<file path="src/rtl/uart_tx_pkg.sv">
// Shared types and constants for the buffered UART transmitter.
package uart_tx_pkg;

    typedef enum logic [2:0] {
        IDLE,
        START,
        DATA,
        PARITY,
        STOP
    } uart_tx_state_e;

    localparam int UART_TX_MIN_DIV   = 2;
    localparam int UART_TX_DATA_BITS = 8;

endpackage

</file>
<file path="src/rtl/didactic_sync_fifo.sv">
// Generic single-clock FIFO with occupancy level; push refused when full, pop ignored when empty.
// Latency: pushed word visible at pop_data the cycle after the push; no backpressure beyond full/empty.
module didactic_sync_fifo #(
    parameter int WIDTH = 8,
    parameter int DEPTH = 8
) (
    input  logic                     clk_in,
    input  logic                     reset,
    input  logic                     push,
    input  logic [WIDTH-1:0]         push_data,
    input  logic                     pop,
    output logic [WIDTH-1:0]         pop_data,
    output logic                     full,
    output logic                     empty,
    output logic [$clog2(DEPTH):0]   level
);

    localparam int AW = $clog2(DEPTH);

    logic [WIDTH-1:0] mem [DEPTH];
    logic [AW-1:0]    wr_ptr;
    logic [AW-1:0]    rd_ptr;
    logic [AW:0]      count;
    logic             do_push;
    logic             do_pop;

    assign full     = (count == (AW+1)'(DEPTH));
    assign empty    = (count == '0);
    assign level    = count;
    assign pop_data = mem[rd_ptr];

    // A full FIFO refuses the push even when a pop happens on the same edge.
    assign do_push = push && !full;
    assign do_pop  = pop && !empty;

    always_ff @(posedge clk_in) begin
        if (reset) begin
            wr_ptr <= '0;
            rd_ptr <= '0;
            count  <= '0;
        end else begin
            if (do_push) wr_ptr <= wr_ptr + 1'b1;
            if (do_pop)  rd_ptr <= rd_ptr + 1'b1;
            if (do_push && !do_pop)      count <= count + 1'b1;
            else if (!do_push && do_pop) count <= count - 1'b1;
        end
    end

    always_ff @(posedge clk_in) begin
        if (do_push) mem[wr_ptr] <= push_data;
    end

endmodule

</file>
<file path="src/rtl/uart_tx_fifo.sv">
// Buffered 8N1 UART transmitter, LSB first; optional parity bit with UART_TX_PARITY_EN.
// Latency: start bit begins 1 cycle after byte acceptance; back-to-back frames have no idle gap.
// Backpressure: ready_o low while the FIFO is full or in reset; held bytes are never dropped.
module uart_tx_fifo
    import uart_tx_pkg::*;
#(
    parameter int FIFO_DEPTH = 8,
    parameter int DIV_W      = 16
) (
    input  logic                          clk_in,
    input  logic                          reset,
    input  logic [DIV_W-1:0]              cfg_div_i,
    input  logic                          cfg_parity_odd_i,
    input  logic [7:0]                    data_i,
    input  logic                          valid_i,
    output logic                          ready_o,
    output logic                          uart_tx_o,
    output logic                          busy_o,
    output logic [$clog2(FIFO_DEPTH):0]   fifo_level_o,
    output logic                          tx_done_o
);

    uart_tx_state_e   state_q, state_d;
    logic [DIV_W-1:0] baud_q, baud_d;
    logic [DIV_W-1:0] div_q, div_d;
    logic [2:0]       bit_q, bit_d;
    logic [7:0]       shift_q, shift_d;
    logic             tx_q, tx_d;
    logic             fifo_full;
    logic             fifo_empty;
    logic             fifo_pop;
    logic [7:0]       fifo_head;
    logic [DIV_W-1:0] eff_div;
    logic             bit_end;

`ifdef UART_TX_PARITY_EN
    logic             par_q, par_d;
`else
    logic             unused_parity_cfg;
    assign unused_parity_cfg = cfg_parity_odd_i;
`endif

    assign ready_o   = !fifo_full && !reset;
    assign busy_o    = (state_q != IDLE) || !fifo_empty;
    assign uart_tx_o = tx_q;
    assign eff_div   = (cfg_div_i < DIV_W'(UART_TX_MIN_DIV)) ? DIV_W'(UART_TX_MIN_DIV) : cfg_div_i;
    assign bit_end   = (baud_q == '0);

    didactic_sync_fifo #(
        .WIDTH (8),
        .DEPTH (FIFO_DEPTH)
    ) u_fifo (
        .clk_in    (clk_in),
        .reset     (reset),
        .push      (valid_i && ready_o),
        .push_data (data_i),
        .pop       (fifo_pop),
        .pop_data  (fifo_head),
        .full      (fifo_full),
        .empty     (fifo_empty),
        .level     (fifo_level_o)
    );

    always_comb begin
        state_d   = state_q;
        baud_d    = baud_q;
        div_d     = div_q;
        bit_d     = bit_q;
        shift_d   = shift_q;
        tx_d      = tx_q;
        fifo_pop  = 1'b0;
        tx_done_o = 1'b0;
`ifdef UART_TX_PARITY_EN
        par_d     = par_q;
`endif
        if (state_q != IDLE) begin
            baud_d = bit_end ? (div_q - DIV_W'(1)) : (baud_q - DIV_W'(1));
        end
        case (state_q)
            IDLE: begin
                if (!fifo_empty) begin
                    fifo_pop = 1'b1;
                    shift_d  = fifo_head;
                    div_d    = eff_div;
                    baud_d   = eff_div - DIV_W'(1);
                    tx_d     = 1'b0;
                    state_d  = START;
`ifdef UART_TX_PARITY_EN
                    par_d    = (^fifo_head) ^ cfg_parity_odd_i;
`endif
                end
            end
            START: begin
                if (bit_end) begin
                    state_d = DATA;
                    tx_d    = shift_q[0];
                    bit_d   = '0;
                end
            end
            DATA: begin
                if (bit_end) begin
                    if (bit_q == 3'(UART_TX_DATA_BITS - 1)) begin
`ifdef UART_TX_PARITY_EN
                        state_d = PARITY;
                        tx_d    = par_q;
`else
                        state_d = STOP;
                        tx_d    = 1'b1;
`endif
                    end else begin
                        shift_d = shift_q >> 1;
                        tx_d    = shift_q[1];
                        bit_d   = bit_q + 3'd1;
                    end
                end
            end
`ifdef UART_TX_PARITY_EN
            PARITY: begin
                if (bit_end) begin
                    state_d = STOP;
                    tx_d    = 1'b1;
                end
            end
`endif
            STOP: begin
                if (bit_end) begin
                    tx_done_o = 1'b1;
                    // Chain straight into the next start bit so frames stay contiguous.
                    if (!fifo_empty) begin
                        fifo_pop = 1'b1;
                        shift_d  = fifo_head;
                        div_d    = eff_div;
                        baud_d   = eff_div - DIV_W'(1);
                        tx_d     = 1'b0;
                        state_d  = START;
`ifdef UART_TX_PARITY_EN
                        par_d    = (^fifo_head) ^ cfg_parity_odd_i;
`endif
                    end else begin
                        state_d = IDLE;
                    end
                end
            end
            default: begin
                state_d = IDLE;
                tx_d    = 1'b1;
            end
        endcase
    end

    always_ff @(posedge clk_in) begin
        if (reset) begin
            state_q <= IDLE;
            baud_q  <= '0;
            div_q   <= DIV_W'(UART_TX_MIN_DIV);
            bit_q   <= '0;
            shift_q <= '0;
            tx_q    <= 1'b1;
`ifdef UART_TX_PARITY_EN
            par_q   <= 1'b0;
`endif
        end else begin
            state_q <= state_d;
            baud_q  <= baud_d;
            div_q   <= div_d;
            bit_q   <= bit_d;
            shift_q <= shift_d;
            tx_q    <= tx_d;
`ifdef UART_TX_PARITY_EN
            par_q   <= par_d;
`endif
        end
    end

endmodule

</file>
<file path="config.mk">
export PLATFORM = sky130hd
export DESIGN_NAME = uart_tx_fifo
export DESIGN_NICKNAME = d
export VERILOG_FILES = /design/src/rtl/uart_tx_pkg.sv /design/src/rtl/didactic_sync_fifo.sv /design/src/rtl/uart_tx_fifo.sv
export SDC_FILE = /design/constraint.sdc
export NUM_CORES = 1
export LEC_CHECK = 0
export ABC_AREA = 1
export ABC_CLOCK_PERIOD_IN_PS = 3000
export BUFFER_PORTS_ARGS = -buffer_cell sky130_fd_sc_hd__buf_2
export CAP_MARGIN = 40
export CORE_UTILIZATION = 45
export DETAILED_ROUTE_END_ITERATION = 10
export GPL_TIMING_DRIVEN = 0
export HOLD_SLACK_MARGIN = 0.12
export PLACE_DENSITY = 0.66
export SETUP_SLACK_MARGIN = 0.2
export SLEW_MARGIN = 20
export SYNTH_ARGS = -nofsm -noshare
export SYNTH_HDL_FRONTEND = slang
export SYNTH_SLANG_ARGS = --single-unit
</file>
<file path="constraint.sdc">
create_clock -name clk_in -period 3 [get_ports clk_in]
set_clock_uncertainty 0.15 [all_clocks]
set_input_delay 0.9 -clock clk_in [delete_from_list [all_inputs] [get_ports clk_in]]
set_output_delay 0.9 -clock clk_in [all_outputs]
set_load 0.01 [all_outputs]
</file>
# [Word level (Yosys, flattened, before mapping)]
# Memories as Yosys holds them, arrays and structs flattened. A register that Yosys moved wholly into a read port is not among the register bits.
# Index checks and enable logic that the tools add are counted.
[classes] n_reduce_logical=25 eq_ne=11 magnitude_cmp=1 addsub=8 mux=42
[ops] cell="16-bit two-way mux" count=7
[ops] cell="16-bit case mux with 2 select lines" count=2
[ops] cell="16-bit by 1-bit subtractor with 16-bit output (second input constant)" count=3
[ops] cell="8-bit two-way mux" count=4
[ops] cell="3-bit two-way mux" count=10
[ops] cell="8-bit case mux with 3 select lines" count=1
[ops] cell="16-bit zero test" count=1
[ops] cell="16-bit by 2-bit less-than comparator with 1-bit output (second input constant)" count=1
[ops] cell="1-bit two-way mux" count=12
[ops] cell="2-bit inequality test (second input constant)" count=6
[ops] cell="3-bit case mux with 4 select lines" count=1
[ops] cell="3-bit by 1-bit adder with 3-bit output (second input constant)" count=3
[ops] cell="4-bit two-way mux" count=2
[ops] cell="4-bit AND reduction" count=2
[ops] cell="3-bit equality test (second input constant)" count=2
[ops] cell="1-bit logical AND" count=6
[ops] cell="3-bit case mux with 2 select lines" count=1
[ops] cell="2-bit nonzero test" count=3
[ops] cell="3-bit nonzero test" count=2
[ops] cell="1-bit zero test" count=5
[ops] cell="5-bit AND reduction" count=1
[ops] cell="4-bit by 1-bit adder with 4-bit output (second input constant)" count=1
[ops] cell="4-bit equality test (second input constant)" count=1
[ops] cell="4-bit zero test" count=1
[ops] cell="9 further kinds" count=9
[word_totals] elab_cells=97 register_bits=57 inputBits=28 mem_count=1 ramBits=64 output_inout_bits=8
[memory_table] memory="u_fifo.mem" words=8 width=8 read_ports=1 rd_clocked_by_memory_dff=1 wr=1 line_no="didactic_sync_fifo.sv:20" source="logic [WIDTH-1:0] mem [DEPTH];"

# [Depth between registers and ports, before layout]
[logic_depth] ltp_word=9 mapped_depth=19 ltp_nobuf=18

# [Cells and area by module]
# A second synthesis with hierarchy kept.
[unflattened] cells_unflattened=808 area_unflattened_um2=6465.0
[modules_own_cells] mod="didactic_sync_fifo" seq_area_each_um2=2182.1 cells_each=312 area_per_inst_um2=3308.2 instances=1
[modules_own_cells] mod="uart_tx_fifo" seq_area_each_um2=940.9 cells_each=496 area_per_inst_um2=3156.8 instances=1

# [Worst setup path after synthesis]
# OpenSTA, ideal clock, no wires.
[synth_timing] kind="input to register" from="input reset" to="register u_fifo.count[3] (netlist: u_fifo.level[3])" required_ns=2.731 n_path_buf=1 setup_time_ns=0.119 setup_slack_ns=-0.219 path_stages=14 t_arrival_ns=2.950 cell_sequence="clkbuf_1 > a31oi_1 > nand2_1 > inv_1 > ha_1 > inv_1 > ha_1 > and3_1 > a211oi_1 > nor2_1 > nor2_1 > nand2_1 > o21ai_0 > a21oi_1"
[synth_between] elab_chain_cells=7 elab_cells_between_ends=9 classes_between="mux: 1; reduce/logical: 8"
[synth_lines] item="start: declaration" line_no="uart_tx_fifo.sv:11" source="input logic reset,"
[synth_lines] item="1-bit zero test (*)" line_no="uart_tx_fifo.sv:43" source="assign ready_o = !fifo_full && !reset;"
[synth_lines] item="1-bit logical AND (*)" line_no="uart_tx_fifo.sv:43"
[synth_lines] item="via ready_o" line_no="uart_tx_fifo.sv:16" source="output logic ready_o,"
[synth_lines] item="1-bit logical AND (*)" line_no="uart_tx_fifo.sv:55" source=".push (valid_i && ready_o),"
[synth_lines] item="1-bit logical AND (*)" line_no="didactic_sync_fifo.sv:33" source="assign do_push = push && !full;"
[synth_lines] item="via u_fifo.do_push" line_no="didactic_sync_fifo.sv:24" source="logic do_push;"
[synth_lines] item="1-bit zero test" line_no="didactic_sync_fifo.sv:45" source="else if (!do_push && do_pop) count <= count - 1'b1;"
[synth_lines] item="1-bit logical AND" line_no="didactic_sync_fifo.sv:45"
[synth_lines] item="2-bit nonzero test (no source line)"
[synth_lines] item="end signal: assignment" line_no="didactic_sync_fifo.sv:44" source="if (do_push && !do_pop) count <= count + 1'b1;"
[synth_lines] item="end signal: assignment" line_no="didactic_sync_fifo.sv:45"
[synth_lines] item="end: declaration" line_no="didactic_sync_fifo.sv:23" source="logic [AW:0] count;"
# Mark *: on every way through the listed nets, which the timed path passes. The rest lies on a longest branch.
# A chain may end at the register's enable or synchronous reset.

# [Final worst setup path]
[layout_timing] from="register baud_q[7]" to="register u_fifo.count[3] (netlist: u_fifo.level[3])"
[layout_between] elab_chain_cells=7 elab_cells_between_ends=9 classes_between="mux: 3; reduce/logical: 6"
[layout_lines] item="start: declaration" line_no="uart_tx_fifo.sv:24" source="logic [DIV_W-1:0] baud_q, baud_d;"
[layout_lines] item="start signal: assignment" line_no="uart_tx_fifo.sv:164" source="baud_q <= baud_d;"
[layout_lines] item="16-bit zero test (*)" line_no="uart_tx_fifo.sv:47" source="assign bit_end = (baud_q == '0);"
[layout_lines] item="1-bit two-way mux (*)" line_no="uart_tx_fifo.sv:126" source="if (bit_end) begin"
[layout_lines] item="1-bit case mux with 2 select lines (*)" line_no="uart_tx_fifo.sv:79" source="case (state_q)"
[layout_lines] item="1-bit logical AND (*)" line_no="didactic_sync_fifo.sv:34" source="assign do_pop = pop && !empty;"
[layout_lines] item="1-bit zero test" line_no="didactic_sync_fifo.sv:44"
[layout_lines] item="1-bit logical AND" line_no="didactic_sync_fifo.sv:44"
[layout_lines] item="4-bit two-way mux / 2-bit nonzero test (equally long branches)"
# Every way passes the cells marked *; elsewhere a longest branch is shown, timed or not.

==> metrics.md <==
| Metric | Value |
|---|---|
| Status | `completed` |
| Final nets | `860` |
| Initial DRC Count | `626` |
| Post-route ant nets | `0` |
| DRC viols | `0` |
| Num ports | `36` |
| Largest net degree at the start of global routing | `17` |
| Setup ws final | `0.259 ns` |
| Arr. time, crit path | `2.89 ns` |
| Count of buffers from port buffering | `34` |
| Via-per-instance ratio | `5.51` |
| Fraction of the cycle the final worst path needs | `0.914` |
| Hold_buf cts | `0` |
| Hold endpoint | `u_fifo.rd_ptr[2]` |
| Site Rows | `42` |
| Clk pin slew, worst setup/hold paths | `0.06 ns` |
| Max_slew headroom | `0.476` |
| Util after Layout | `0.565` |
| Die W | `120 microns` |
| Worst-Skew Late Latency | `0.41 ns` |
| Fill cells | `1178` |
| Peak supply drop | `0.508 mV` |
| TritonCTS clock tree | `built` |
| Initial Util | `0.465` |
| Pins over their slew limit | `0` |
| Dpl ws | `-0.359 ns` |
| RSZ-0062 raised after global routing | `true` |
| Total GRT Usage | `0.239` |
| Vias after detailed routing | `5572` |
| Static leakage | `0.00303 uW` |
| Share of cells above drive strength 1 | `0.200` |
| Least-Margin Pin Slew | `0.783 ns` |
| Initial antenna violation count | `0` |
| Synthesized instance count | `747` |
| Worst R2R End | `u_fifo.level[3]` |
| Routability congestion estimate | `0.976` |
| Worst reg-to-reg setup slack | `0.26 ns` |
| Clk sink count | `124` |
| Area grow syn2layout | `21.3%` |
| CP Capture Type | `flip-flop` |
| Final setup fails | `0` |
| Final hold viol count | `0` |
| N_diodes | `0` |
| Pwr dens | `1100 mW/mm^2` |
| Die Ht | `120 microns` |
| Core ar. | `0.0134 sq mm` |
| Vias in the first global route | `5111` |
| Commonest register cell after synthesis | `edfxtp_1` |
| DP HPWL | `11900 microns` |
| Mapped Area | `0.00624 sq mm` |
| Synth warnings | `0` |
| Max cap viols | `0` |
| Required time worst endpoint | `3.15 ns` |
| Period minus WS final | `2.74 ns` |
| Final wirelength | `16600 microns` |
| Path type of the worst min-delay path | `flip-flop to flip-flop` |
| CTS HTree Levels | `4` |
| Synth unique cells | `44` |
| #FFs+latches synth | `124` |
| Total grt overflow | `0` |
| Die footprint | `0.0143 sq mm` |
| CTS buffer count | `17` |
| Root Buffer | `clkbuf_16` |
| Hold Path Depth | `2` |
| Most frequent cells in the layout | `nor2_1, nand2_1, o21ai_0, inv_1, edfxtp_1` |
| Avg WL per Cell | `16.4 microns` |
| Max Freq | `365 MHz` |
| CP Class | `flip-flop to flip-flop` |
| HP Start | `u_fifo.rd_ptr[2]` |
| Reg2Reg Depth | `19` |
| EDFF count, synth | `64` |
| Critical Path Fanout Max | `4` |
| Worst reg2reg startpoint | `baud_q[7]` |
| Async set or reset register ratio after synthesis | `0` |
| First-pass GRT wire length | `26200 microns` |
| CTS max path bufs | `2` |
| Syn avg cell area | `8.35 sq um` |
| Startpoint types | `flip-flop` |
| Seq/Total Area, Yosys | `0.501` |
| Drt pass-1 iters | `5` |
| Syn nets | `785` |
stage by stage:
step	std cells	power (uW)	instance area (sq um)	hold slack, ns	setup TNS [ns]
2_1_floorplan	747	4940	6300	0.283	0
3_3_place_gp	957	5820	6690	0.302	-0.810
3_5_place_dp	957	5920	6690	0.317	-1.15
4_1_cts	999	8050	7390	0.325	0
5_1_grt	1011	8870	7570	0.354	0
6_report	1011	8320	7570	0.323	0
worst max-delay path, stage by stage (launching register included):
cell and delay (ns):
dfxtp_2 0.33, nor2_2 0.11, nand2_2 0.09, nor2_8 0.17
nand2_8 0.09, inv_6 0.07, nor2_4 0.04, nor2_8 0.10
inv_6 0.04, buf_12 0.12, ha_4 0.16, inv_4 0.08
ha_4 0.21, and3_4 0.18, a211oi_4 0.22, nor2_1 0.08
nor2_1 0.10, nand2_1 0.08, o21ai_1 0.14, a21oi_1 0.05
cell type report:
| class | instances | area (sq um) | area share |
|---|---|---|---|
| multi-input cells | 523 | 2840 | 0.376 |
| plain buffers | 28 | 165 | 0.0218 |
| clock inverters | 15 | 164 | 0.0217 |
| clock buffers | 17 | 425 | 0.0562 |
| inverters | 72 | 283 | 0.0374 |
| repair buffers | 56 | 335 | 0.0443 |
| well taps | 176 | 220 | 0.0291 |
| flip-flops and latches | 124 | 3130 | 0.414 |
synthesized netlist by cell type (2+ instances only):
| cell | number | area, sq um |
|---|---|---|
| o221ai_1 | 2 | 17.5 |
| nand3_1 | 44 | 220 |
| buf_6 | 3 | 33.8 |
| nand2_1 | 109 | 409 |
| nand3_2 | 3 | 30.0 |
| o22ai_1 | 14 | 87.6 |
| o21ai_0 | 91 | 455 |
| inv_1 | 69 | 259 |
| a31oi_1 | 3 | 18.8 |
| nor2_1 | 115 | 432 |
| nand3b_1 | 3 | 22.5 |
| edfxtp_1 | 64 | 1920 |
| a21oi_2 | 4 | 35.0 |
| ha_1 | 9 | 113 |
| nor2_8 | 4 | 80.1 |
| o21bai_1 | 6 | 45.0 |
| inv_2 | 3 | 11.3 |
| a211oi_1 | 3 | 22.5 |
| dfxtp_1 | 60 | 1200 |
| buf_2 | 7 | 35.0 |
| o21a_1 | 2 | 15.0 |
| nand4_1 | 7 | 43.8 |
| o21ai_1 | 4 | 20.0 |
| nor3_1 | 3 | 15.0 |
| nor2_2 | 9 | 56.3 |
| xor2_1 | 5 | 43.8 |
| clkbuf_1 | 17 | 63.8 |
| nand2_2 | 5 | 31.3 |
| a21oi_1 | 63 | 315 |
| nor2_4 | 2 | 22.5 |
power breakdown:
| part | leakage, uW | internal (uW) | total, uW | switching (uW) |
|---|---|---|---|---|
| Combinational | 0.00168 | 1390 | 3950 | 2560 |
| Sequential | 0.00108 | 2120 | 2350 | 229 |
| Clock | 0.000275 | 1230 | 2020 | 784 |
| Total | 0.00303 | 4750 | 8320 | 3570 |
worst max path at each step:
| stage | startpoint | endpoint | depth (start not counted) |
|---|---|---|---|
| 3_5_place_dp | cfg_div_i[12] | baud_q[12] | 14 |
| 3_3_place_gp | cfg_div_i[12] | baud_q[12] | 14 |
| 5_1_grt | baud_q[4] | u_fifo.level[3] | 19 |
| 6_report | baud_q[7] | u_fifo.level[3] | 19 |
| 2_1_floorplan | reset | u_fifo.level[3] | 14 |
| 4_1_cts | state_q[0] | u_fifo.level[3] | 18 |
cell families (layout without fill, tap and decap cells):
family | after synthesis | in the layout | synth area share
simple gates | 308 | 308 | 0.226
compound gates | 199 | 199 | 0.178
flops | 124 | 124 | 0.501
buf+inv | 100 | 188 | 0.0658
fa+ha+maj | 10 | 10 | 0.0213
xor+xnor | 6 | 6 | 0.00843
sequential cells by signal, summed over array words and instances (netlist names), named ones only:
name,count
baud_q,16
bit_q,3
div_q,16
shift_q,8
state_q,3
u_fifo.level,4
u_fifo.mem,64
u_fifo.rd_ptr,3
u_fifo.wr_ptr,3
uart_tx_o,1
per-layer routing:
layer / track usage / part of all wire / up-vias
li1: - / - / 2695
met1: 0.303 / 0.43 / 2658
met2: 0.407 / 0.50 / 194
met3: 0.0328 / 0.050 / 25
met4: 0.102 / 0.022 / 0
met5: 0 / 0 / -
timing repair:
item / 4_1_cts / 5_1_grt
buffers inserted: 10 / 10
pin swaps: 11 / 23
hold endpoints to repair: 0 / 0
gates resized for setup: 13 / 28
setup endpoints to repair: 7 / 5
No activity file was read; power rests on OpenSTA's default activity.
